**config.mk**
```make
export PLATFORM = sky130hd
export DESIGN_NAME = axi_wstream_gen
export DESIGN_NICKNAME = d
export VERILOG_FILES = /design/src/rtl/axi_wstream_gen_pkg.sv /design/src/rtl/axi_wstream_gen_beat.sv /design/src/rtl/axi_wstream_gen.sv
export SDC_FILE = /design/constraint.sdc
export NUM_CORES = 1
export LEC_CHECK = 0
export BUFFER_PORTS_ARGS = -buffer_cell sky130_fd_sc_hd__buf_2
export CORE_MARGIN = 2
export CORE_UTILIZATION = 45
export DETAILED_ROUTE_END_ITERATION = 6
export PLACE_DENSITY_LB_ADDON = 0.3
export SYNTH_ARGS = -nofsm -noshare
export SYNTH_HDL_FRONTEND = slang
export SYNTH_SLANG_ARGS = --single-unit
```
**constraint.sdc**
```tcl
create_clock -name clk -period 8 [get_ports clk]
set_input_delay 0.8 -clock clk [delete_from_list [all_inputs] [get_ports clk]]
set_output_delay 0.8 -clock clk [all_outputs]
set_load 0.01 [all_outputs]
```
**src/rtl/axi_wstream_gen_pkg.sv**
```systemverilog
// rtl/axi_wstream_gen_pkg.sv - shared types and helpers for the W-channel beat generator
package axi_wstream_gen_pkg;

  // Controller states; ST_GAP is only reachable when AXI_WSTREAM_GEN_THROTTLE_EN is defined
  typedef enum logic [1:0] {
    ST_IDLE = 2'd0,
    ST_RUN  = 2'd1,
    ST_GAP  = 2'd2,
    ST_FIN  = 2'd3
  } state_e;

  // Bytes per beat for a given W-channel data width
  function automatic int unsigned calc_bpb(input int unsigned data_width);
    return data_width / 8;
  endfunction

  localparam int unsigned DEF_DATA_W = 128;
  localparam int unsigned DEF_BPB    = calc_bpb(DEF_DATA_W);

  // Strobe bit k of a beat carrying nb valid bytes, filled from byte 0 upward
  function automatic logic strb_bit(input int unsigned k, input int unsigned nb);
    return k < nb;
  endfunction

endpackage

```
**src/rtl/axi_wstream_gen_beat.sv**
```systemverilog
// rtl/axi_wstream_gen_beat.sv - combinational incrementing-byte payload and strobe builder
module axi_wstream_gen_beat
  import axi_wstream_gen_pkg::*;
#(
  parameter int unsigned DW  = 128,
  parameter int unsigned NBW = 5
) (
  input  logic [NBW-1:0]  nb_i,
  input  logic [7:0]      off_i,
  output logic [DW-1:0]   wdata_o,
  output logic [DW/8-1:0] wstrb_o
);

  localparam int unsigned BPB = calc_bpb(DW);

  // Byte k carries (off+k) mod 256 when strobed; unstrobed lanes are zero
  always_comb begin
    wdata_o = '0;
    wstrb_o = '0;
    for (int k = 0; k < BPB; k++) begin
      if (strb_bit(k, 32'(nb_i))) begin
        wstrb_o[k]          = 1'b1;
        wdata_o[8*k +: 8]   = off_i + 8'(k);
      end
    end
  end

endmodule

```
**src/rtl/axi_wstream_gen.sv**
```systemverilog
// rtl/axi_wstream_gen.sv - AXI4 W-channel beat generator; optional inter-beat gaps via AXI_WSTREAM_GEN_THROTTLE_EN
module axi_wstream_gen
  import axi_wstream_gen_pkg::*;
#(
  parameter int unsigned p_axi_data_width = 128,
  parameter int unsigned cnt_width        = 32
) (
  input  logic                          clk,
  input  logic                          arst,
  input  logic                          start,
  input  logic [cnt_width-1:0]          total_bytes,
  input  logic [7:0]                    burst_len,
  input  logic [3:0]                    gap_cycles,
  output logic [p_axi_data_width-1:0]   p_axi_wdata,
  output logic [p_axi_data_width/8-1:0] p_axi_wstrb,
  output logic                          p_axi_wvalid,
  output logic                          p_axi_wlast,
  input  logic                          p_axi_wready,
  output logic                          busy,
  output logic                          done,
  output logic [cnt_width-1:0]          bytes_sent
);

  localparam int unsigned BPB = calc_bpb(p_axi_data_width);
  localparam int unsigned NBW = $clog2(BPB) + 1;
  localparam logic [cnt_width-1:0] BPB_C = cnt_width'(BPB);

  logic [1:0] rst_sync_q;
  logic       rst;

  state_e                        state_q, state_d;
  logic [cnt_width-1:0]          rem_q, rem_d;
  logic [cnt_width-1:0]          off_q, off_d;
  logic [cnt_width-1:0]          bytes_q, bytes_d;
  logic [7:0]                    blen_q, blen_d;
  logic [7:0]                    idx_q, idx_d;
  logic                          wvalid_q, wvalid_d;
  logic                          wlast_q, wlast_d;
  logic [p_axi_data_width-1:0]   wdata_q;
  logic [BPB-1:0]                wstrb_q;
  logic [NBW-1:0]                nb_cur, nb_nxt;
  logic [p_axi_data_width-1:0]   beat_wdata;
  logic [BPB-1:0]                beat_wstrb;

`ifdef AXI_WSTREAM_GEN_THROTTLE_EN
  logic [3:0] gap_cnt_q, gap_cnt_d;
`else
  logic unused_gap;
  assign unused_gap = ^gap_cycles;
`endif

  // Reset asserts immediately and releases two clocks after arst falls
  always_ff @(posedge clk or posedge arst) begin
    if (arst) rst_sync_q <= 2'b11;
    else      rst_sync_q <= {rst_sync_q[0], 1'b0};
  end
  assign rst = rst_sync_q[1];

  // Bytes in the beat on the wire now, and in the beat being prepared for next cycle
  always_comb begin
    nb_cur = (rem_q < BPB_C) ? rem_q[NBW-1:0] : NBW'(BPB);
    nb_nxt = (rem_d < BPB_C) ? rem_d[NBW-1:0] : NBW'(BPB);
  end

  // Next-state, counters and beat bookkeeping
  always_comb begin
    state_d = state_q;
    rem_d   = rem_q;
    off_d   = off_q;
    bytes_d = bytes_q;
    blen_d  = blen_q;
    idx_d   = idx_q;
`ifdef AXI_WSTREAM_GEN_THROTTLE_EN
    gap_cnt_d = gap_cnt_q;
`endif
    case (state_q)
      ST_IDLE: begin
        if (start) begin
          bytes_d = '0;
          off_d   = '0;
          idx_d   = '0;
          if (total_bytes != '0) begin
            state_d = ST_RUN;
            rem_d   = total_bytes;
            blen_d  = burst_len;
          end else begin
            state_d = ST_FIN;
          end
        end
      end
      ST_RUN: begin
        if (wvalid_q && p_axi_wready) begin
          rem_d   = rem_q - cnt_width'(nb_cur);
          off_d   = off_q + cnt_width'(nb_cur);
          bytes_d = bytes_q + cnt_width'(nb_cur);
          idx_d   = wlast_q ? 8'd0 : idx_q + 8'd1;
          if (rem_q <= BPB_C) begin
            state_d = ST_FIN;
          end
`ifdef AXI_WSTREAM_GEN_THROTTLE_EN
          else if (gap_cycles != 4'd0) begin
            state_d   = ST_GAP;
            gap_cnt_d = gap_cycles;
          end
`endif
        end
      end
`ifdef AXI_WSTREAM_GEN_THROTTLE_EN
      ST_GAP: begin
        if (gap_cnt_q <= 4'd1) state_d = ST_RUN;
        else                   gap_cnt_d = gap_cnt_q - 4'd1;
      end
`endif
      ST_FIN:  state_d = ST_IDLE;
      default: state_d = ST_IDLE;
    endcase
  end

  // Beat outputs are built from next-cycle state so they hold steady under backpressure
  always_comb begin
    wvalid_d = (state_d == ST_RUN);
    wlast_d  = wvalid_d && ((idx_d == blen_d) || (rem_d <= BPB_C));
  end

  axi_wstream_gen_beat #(
    .DW  (p_axi_data_width),
    .NBW (NBW)
  ) u_beat (
    .nb_i    (nb_nxt),
    .off_i   (off_d[7:0]),
    .wdata_o (beat_wdata),
    .wstrb_o (beat_wstrb)
  );

  // State and datapath registers
  always_ff @(posedge clk or posedge rst) begin
    if (rst) begin
      state_q  <= ST_IDLE;
      rem_q    <= '0;
      off_q    <= '0;
      bytes_q  <= '0;
      blen_q   <= '0;
      idx_q    <= '0;
      wvalid_q <= 1'b0;
      wlast_q  <= 1'b0;
      wdata_q  <= '0;
      wstrb_q  <= '0;
    end else begin
      state_q  <= state_d;
      rem_q    <= rem_d;
      off_q    <= off_d;
      bytes_q  <= bytes_d;
      blen_q   <= blen_d;
      idx_q    <= idx_d;
      wvalid_q <= wvalid_d;
      wlast_q  <= wlast_d;
      wdata_q  <= wvalid_d ? beat_wdata : '0;
      wstrb_q  <= wvalid_d ? beat_wstrb : '0;
    end
  end

`ifdef AXI_WSTREAM_GEN_THROTTLE_EN
  // Gap down-counter
  always_ff @(posedge clk or posedge rst) begin
    if (rst) gap_cnt_q <= 4'd0;
    else     gap_cnt_q <= gap_cnt_d;
  end
`endif

  assign p_axi_wdata  = wdata_q;
  assign p_axi_wstrb  = wstrb_q;
  assign p_axi_wvalid = wvalid_q;
  assign p_axi_wlast  = wlast_q;
  assign busy         = (state_q != ST_IDLE);
  assign done         = (state_q == ST_FIN);
  assign bytes_sent   = bytes_q;

endmodule

```
; ---- Word level (Yosys, flattened, before mapping)
; Cells that the tools add are included.
[word_totals]
ff_bits = 262
in_bits = 48
out_inout_bits = 180
elab_cells = 123
[op_classes]
add_sub_neg = 19
n_lt_le_gt_ge = 20
n_eq_ne = 6
n_mux = 58
reduce_logical = 8
[op_table]
columns = operator, count
row1 = $mux 32, 7
row2 = $pmux 32 s2, 3
row3 = $mux 8, 22
row4 = $mux 128, 1
row5 = $add 32x5->32, 2
row6 = $add 8x4->8 const B, 8
row7 = $le 32x5->1 const B, 2
row8 = $lt 32x5->1 const B, 2
row9 = $lt 4x5->1 const A, 8
row10 = $add 8x3->8 const B, 4
row11 = $reduce_bool 32->1, 1
row12 = $sub 32x5->32, 1
row13 = $lt 3x5->1 const A, 4
row14 = $add 8x1->8 const B, 2
row15 = $add 8x2->8 const B, 2
row16 = $mux 1, 16
row17 = $mux 16, 1
row18 = $pmux 8 s2, 1
row19 = $lt 1x5->1 const A, 2
row20 = $lt 2x5->1 const A, 2
row21 = $mux 5, 2
row22 = $eq 8x8->1, 1
row23 = $mux 2, 4
row24 = $eq 2x1->1 const B, 2
row25 = 8 further kinds, 11

; ---- Longest topological paths before layout
[depth]
word_depth = 10
mapped_depth = 20
mapped_depth_nobuf = 17

; ---- Hierarchy
; A second synthesis with hierarchy kept.
[hier_totals]
hier_cells = 1306
hier_area_um2 = 12509.5
[modules_own_cells]
columns = module, n_inst, cells_each, area_per_inst_um2
row1 = axi_wstream_gen, 1, 953, 10407.5
row2 = axi_wstream_gen_beat, 1, 353, 2102.0

; ---- Worst setup path before layout
; OpenSTA, ideal clock, no wires.
[synth_path]
path_kind = register -> register
start = register rem_q[6]
end = register wdata_q[114] (netlist: p_axi_wdata[114])
setup_ns = 0.142
t_arrival_ns = 5.147
slack_ns = 2.711
path_stages_with_launch = 19
period_less_slack_ns = 5.289
path_cell_list = dfrtp_1 -> clkbuf_1 -> or4_4 -> nor4_4 -> nand3_2 -> nor2_1 -> inv_2 -> nand2_1 -> ha_1 -> or4b_2 -> nor4_2 -> nand3_1 -> a311o_1 -> and3_1 -> nor4_1 -> nand2_1 -> nor4_4 -> buf_6 -> a211oi_2
[synth_via]
elab_chain_cells = 10
elab_cells_between_ends = 21
classes_between = 3 x add/sub / 4 x order compare / 1 x eq/ne / 13 x mux
[synth_rtl]
columns = element, line_no
row1 = start: declaration, axi_wstream_gen.sv:32  ; logic [cnt_width-1:0] rem_q, rem_d;
row2 = start signal: assignment, axi_wstream_gen.sv:150  ; rem_q <= rem_d;
row3 = $lt 32x5->1, axi_wstream_gen.sv:61  ; nb_cur = (rem_q < BPB_C) ? rem_q[NBW-1:0] : NBW'(BPB);
row4 = $mux 5, axi_wstream_gen.sv:61
row5 = $sub 32x5->32 (*), axi_wstream_gen.sv:93  ; rem_d = rem_q - cnt_width'(nb_cur);
row6 = $mux 32 (*), axi_wstream_gen.sv:92  ; if (wvalid_q && p_axi_wready) begin
row7 = $pmux 32 s2 (*), axi_wstream_gen.sv:76  ; case (state_q)
row8 = via rem_d[14], axi_wstream_gen.sv:32
row9 = $lt 32x5->1 (*), axi_wstream_gen.sv:62  ; nb_nxt = (rem_d < BPB_C) ? rem_d[NBW-1:0] : NBW'(BPB);
row10 = $mux 5 (*), axi_wstream_gen.sv:62
row11 = $lt 4x5->1 (*), axi_wstream_gen_pkg.sv:22  ; return k < nb;
row12 = $mux 8 (*), axi_wstream_gen_beat.sv:21  ; if (strb_bit(k, 32'(nb_i))) begin
row13 = $mux 128 (*), axi_wstream_gen.sv:157  ; wdata_q <= wvalid_d ? beat_wdata : '0;
row14 = end signal: assignment, axi_wstream_gen.sv:157
row15 = end: declaration, axi_wstream_gen.sv:39  ; logic [p_axi_data_width-1:0] wdata_q;
; The timed path passes the listed nets; every way through them passes the cells marked *. The select of a mux whose other input is x is not followed.
; A chain may end at the register's enable or synchronous reset.

; ---- Worst setup path after layout
[layout_path]
start = register rem_q[18]
end = register wdata_q[109] (netlist: p_axi_wdata[109])
[layout_via]
elab_chain_cells = 10
elab_cells_between_ends = 21
classes_between = 3 x add/sub / 4 x order compare / 1 x eq/ne / 13 x mux
[layout_rtl]
columns = element, line_no
row1 = $lt 32x5->1, axi_wstream_gen.sv:61
row2 = $mux 5, axi_wstream_gen.sv:61
row3 = $sub 32x5->32, axi_wstream_gen.sv:93
row4 = $mux 32, axi_wstream_gen.sv:92
row5 = $pmux 32 s2, axi_wstream_gen.sv:76
row6 = via rem_d[14], axi_wstream_gen.sv:32
row7 = $lt 32x5->1, axi_wstream_gen.sv:62
row8 = $mux 5, axi_wstream_gen.sv:62
row9 = $lt 4x5->1, axi_wstream_gen_pkg.sv:22
row10 = $mux 8, axi_wstream_gen_beat.sv:21
row11 = $mux 128, axi_wstream_gen.sv:157
; The timed path passes the listed nets, and every way through them passes these cells. The select of a mux whose other input is x is not followed.

==> metrics.cfg <==
[run_status]
outcome = finished, final reports clean

[cts]
ctsHoldBuffers = 0
cts_root_buf = clkbuf_16
cts_setup_buffers = 0
clock_latency_ns = 0.54
numCtsBuffers = 26
cts_tree = built
cts-resized-gates = 0
clockBufferDepth = 3
clock-sinks = 238
path_clk_slew_ns = 0.06
cts_max_level = 1

[layout]
diodes = 0
drive_gt1_share_pct = 24.4
stdcell_count = 1724
final_nets = 1446
multiInputGateArea_um2 = 5550
fill_cells = 2320
utilization_pct = 54.3
syn2layout_area_growth_pct = 18.6
ff_latch_area_um2 = 5960

[synthesis]
synth_top_area_share_pct = 49.5
dominantRegCellSynth = dfrtp_1
syn_inst = 1168
netlist_area_um2 = 11900
synth_area_leaders = dfrtp_1, xnor2_1, a21oi_1
syn_area_per_cell_um2 = 10.2
yosys_warnings = 0
netlist.top_cell.by_area = dfrtp_1
ys_ff_latch = 238
ys_seq_area_share_pct = 49.9
yosysUniqueCellTypes = 84
synthArstFlopShare_pct = 100
synth-edff-count = 0
syn_nets = 1243

[worst_setup_path]
critPathLaunchType = flip-flop
worst-path-max-fanout = 81
required_ns = 8.35
r2r_start = rem_q[18]$_DFF_PP0_
arrival_ns = 7.12
ff2ff_setup_slack_ns = 1.22
rr_endpoint = p_axi_wdata[109]$_DFF_PP0_
criticalPathCategory = reg2reg
reg2reg_depth = 17
cp-end-kind = flip-flop

[route]
via_count = 10100
ant_nets = 0
drt_iter0_drc = 950
viasPerCell = 5.87
postRouteWirelength_um = 36100
first_pass_iters = 5
routedWlPerCell_um = 20.9
drc = 0

[timing]
final_hold_viol_count = 0
finalClockSkew_ns = 0.0168
fmax_mhz = 148
tightestPinTransition_ns = 1.12
fin_ws_ns = 1.22
fin_crit_ns = 6.78
fin_crit_sh_pct = 84.7
rsz0062_at_grt = false
relSlewSlack_pct = 25.4
setup_viol = 0
tns_ns = 0
final_max_slew_viol_count = 0

[die]
initial_core_util_pct = 45.8
num_rows = 59
core_area_um2 = 26100
die_h_um = 167
io_pins = 228
dieArea_um2 = 27800
die_x_um = 167

[global_route]
grt_pass1_wl_um = 57000
grtUsageMet3_pct = 4.25
use_met1_pct = 35.4
grt_max_degree = 101
grt.met2_usage_pct = 41.8
antenna_found_initial = 1
grt_overflow = 0
grt_pass1_vias = 9838
grt.busiest_layer = met2
grt_usage_pct = 25.7

[placed_design]
routabilityCongestion = 0.937
dp_hpwl_um = 24700
port_buffers = 223
dp.cells = 1678
pre_cts_ws_ns = 1.39

[worst_hold_path]
min_path_type = in2async

[power]
peakVddDrop_mv = 0.233
p_leak_uw = 0.00622
p_total_uw = 3800
power.density_nw_per_um2 = 268

[flow_run]
cap_violations = 0

-- placed cells by master (no fill, tap or decap), types with 29 or more instances in the layout --
| master | count |
|---|---|
| dfrtp_1 | 236 |
| buf_2 | 223 |
| a21oi_1 | 102 |
| nand2_1 | 98 |
| nor2_1 | 80 |
| a211oi_1 | 67 |
| xnor2_1 | 61 |
| xor2_1 | 41 |
| nand3_1 | 34 |
| nor3_1 | 29 |
-- synth_stat cells, drive strengths merged (3+ instances only) --
| cell type | n |
|---|---|
| dfrtp | 236 |
| a21oi | 102 |
| nand2 | 98 |
| nor2 | 80 |
| a211oi | 77 |
| xnor2 | 61 |
| clkbuf | 49 |
| xor2 | 41 |
| nand3 | 35 |
| nor3 | 30 |
| o21ai | 30 |
| nor4 | 29 |
| inv | 28 |
| ha | 25 |
| buf | 22 |
| nand4 | 19 |
| or3 | 14 |
| and2 | 13 |
| and3 | 13 |
| a21o | 10 |
| nand2b | 10 |
| nor2b | 9 |
| o211ai | 9 |
| a31oi | 8 |
| mux2 | 7 |
| o32ai | 7 |
| a22o | 6 |
| and4 | 6 |
| mux2i | 6 |
| nor3b | 5 |
| o221a | 5 |
| or2 | 5 |
| a21boi | 4 |
| a22oi | 4 |
| o31ai | 4 |
| or4 | 4 |
| a221o | 3 |
| a311oi | 3 |
| a32o | 3 |
| nand4b | 3 |
| o21a | 3 |
| o22ai | 3 |
| o311ai | 3 |
| o41ai | 3 |
-- metrics by stage --
stage	hold slack (ns)	cell area, um2
6_report	0.283	14200
5_1_grt	0.286	14200
4_1_cts	0.261	14200
3_5_place_dp	0.349	13300
3_3_place_gp	0.348	13300
2_1_floorplan	0.345	11900
-- area by class of cell --
type                       count  area share [%]
sequential                   238            42.1
inverter                      30           0.849
tap                          335            2.96
clock buffer                  39            5.44
timing repair buffer         246            9.10
clock inverter                 7           0.327
multi-input combinational    829            39.2
-- critical path: stages (launching register included) --
cell and delay, ns:
dfrtp_1 0.45, or3_4 0.44, nor4_2 0.74, nand3_2 0.25, nor2_1 0.37, inv_2 0.14, nand2_1 0.10, ha_1 0.35
or4b_2 0.64, nor4_2 0.32, nand3_1 0.33, a311o_1 0.43, and3_1 0.18, nor4_1 0.35, nand2_1 0.24, nor4_4 0.27
buf_4 0.72, a211oi_1 0.19
-- worst max path at each step --
stage	slack [ns]	endpoint	from
final	1.22	p_axi_wdata[109]$_DFF_PP0_	rem_q[18]$_DFF_PP0_
after global routing	0.91	p_axi_wdata[109]$_DFF_PP0_	rem_q[18]$_DFF_PP0_
after CTS	1.39	p_axi_wdata[76]$_DFF_PP0_	rem_q[28]$_DFF_PP0_
after detailed placement	1.39	p_axi_wdata[76]$_DFF_PP0_	rem_q[18]$_DFF_PP0_
after global placement	1.49	p_axi_wdata[108]$_DFF_PP0_	rem_q[18]$_DFF_PP0_
after floorplan	1.21	blen_q[0]$_DFF_PP0_	rst_sync_q[1]$_DFF_PP1_
-- report_power, final --
part	switching (uW)	internal (uW)	leakage (uW)	total, uW
logic	649	429	0.00301	1080
clock network	484	661	0.000408	1140
registers	158	1420	0.00280	1580
total	1290	2510	0.00622	3800
-- registers in the layout, indices dropped and copies added (netlist names) --
register,count
p_axi_wdata,128
bytes_sent,32
rem_q,32
p_axi_wstrb,16
blen_q,8
idx_q,8
off_q,8
rst_sync_q,2
state_q,2
p_axi_wlast,1
p_axi_wvalid,1
-- cell families after synthesis --
family / Yosys count / share of synthesized area (%)
and+or+nand+nor: 380 / 16.9
muxes: 13 / 1.16
xor gates and xnor gates: 102 / 7.48
adders and majority gates: 27 / 2.96
other: 2 / 0.0629
AOI/OAI and AO/OA: 305 / 17.7
buffers and inverters: 101 / 3.80
DFF: 238 / 49.9
-- per-layer routing --
layer	vias to the layer above	wire [um]
met5	-	11
met4	2	1060
met3	68	2390
met2	386	17300
met1	5028	15400
li1	4629	-
(Power assumes the default switching activity.)
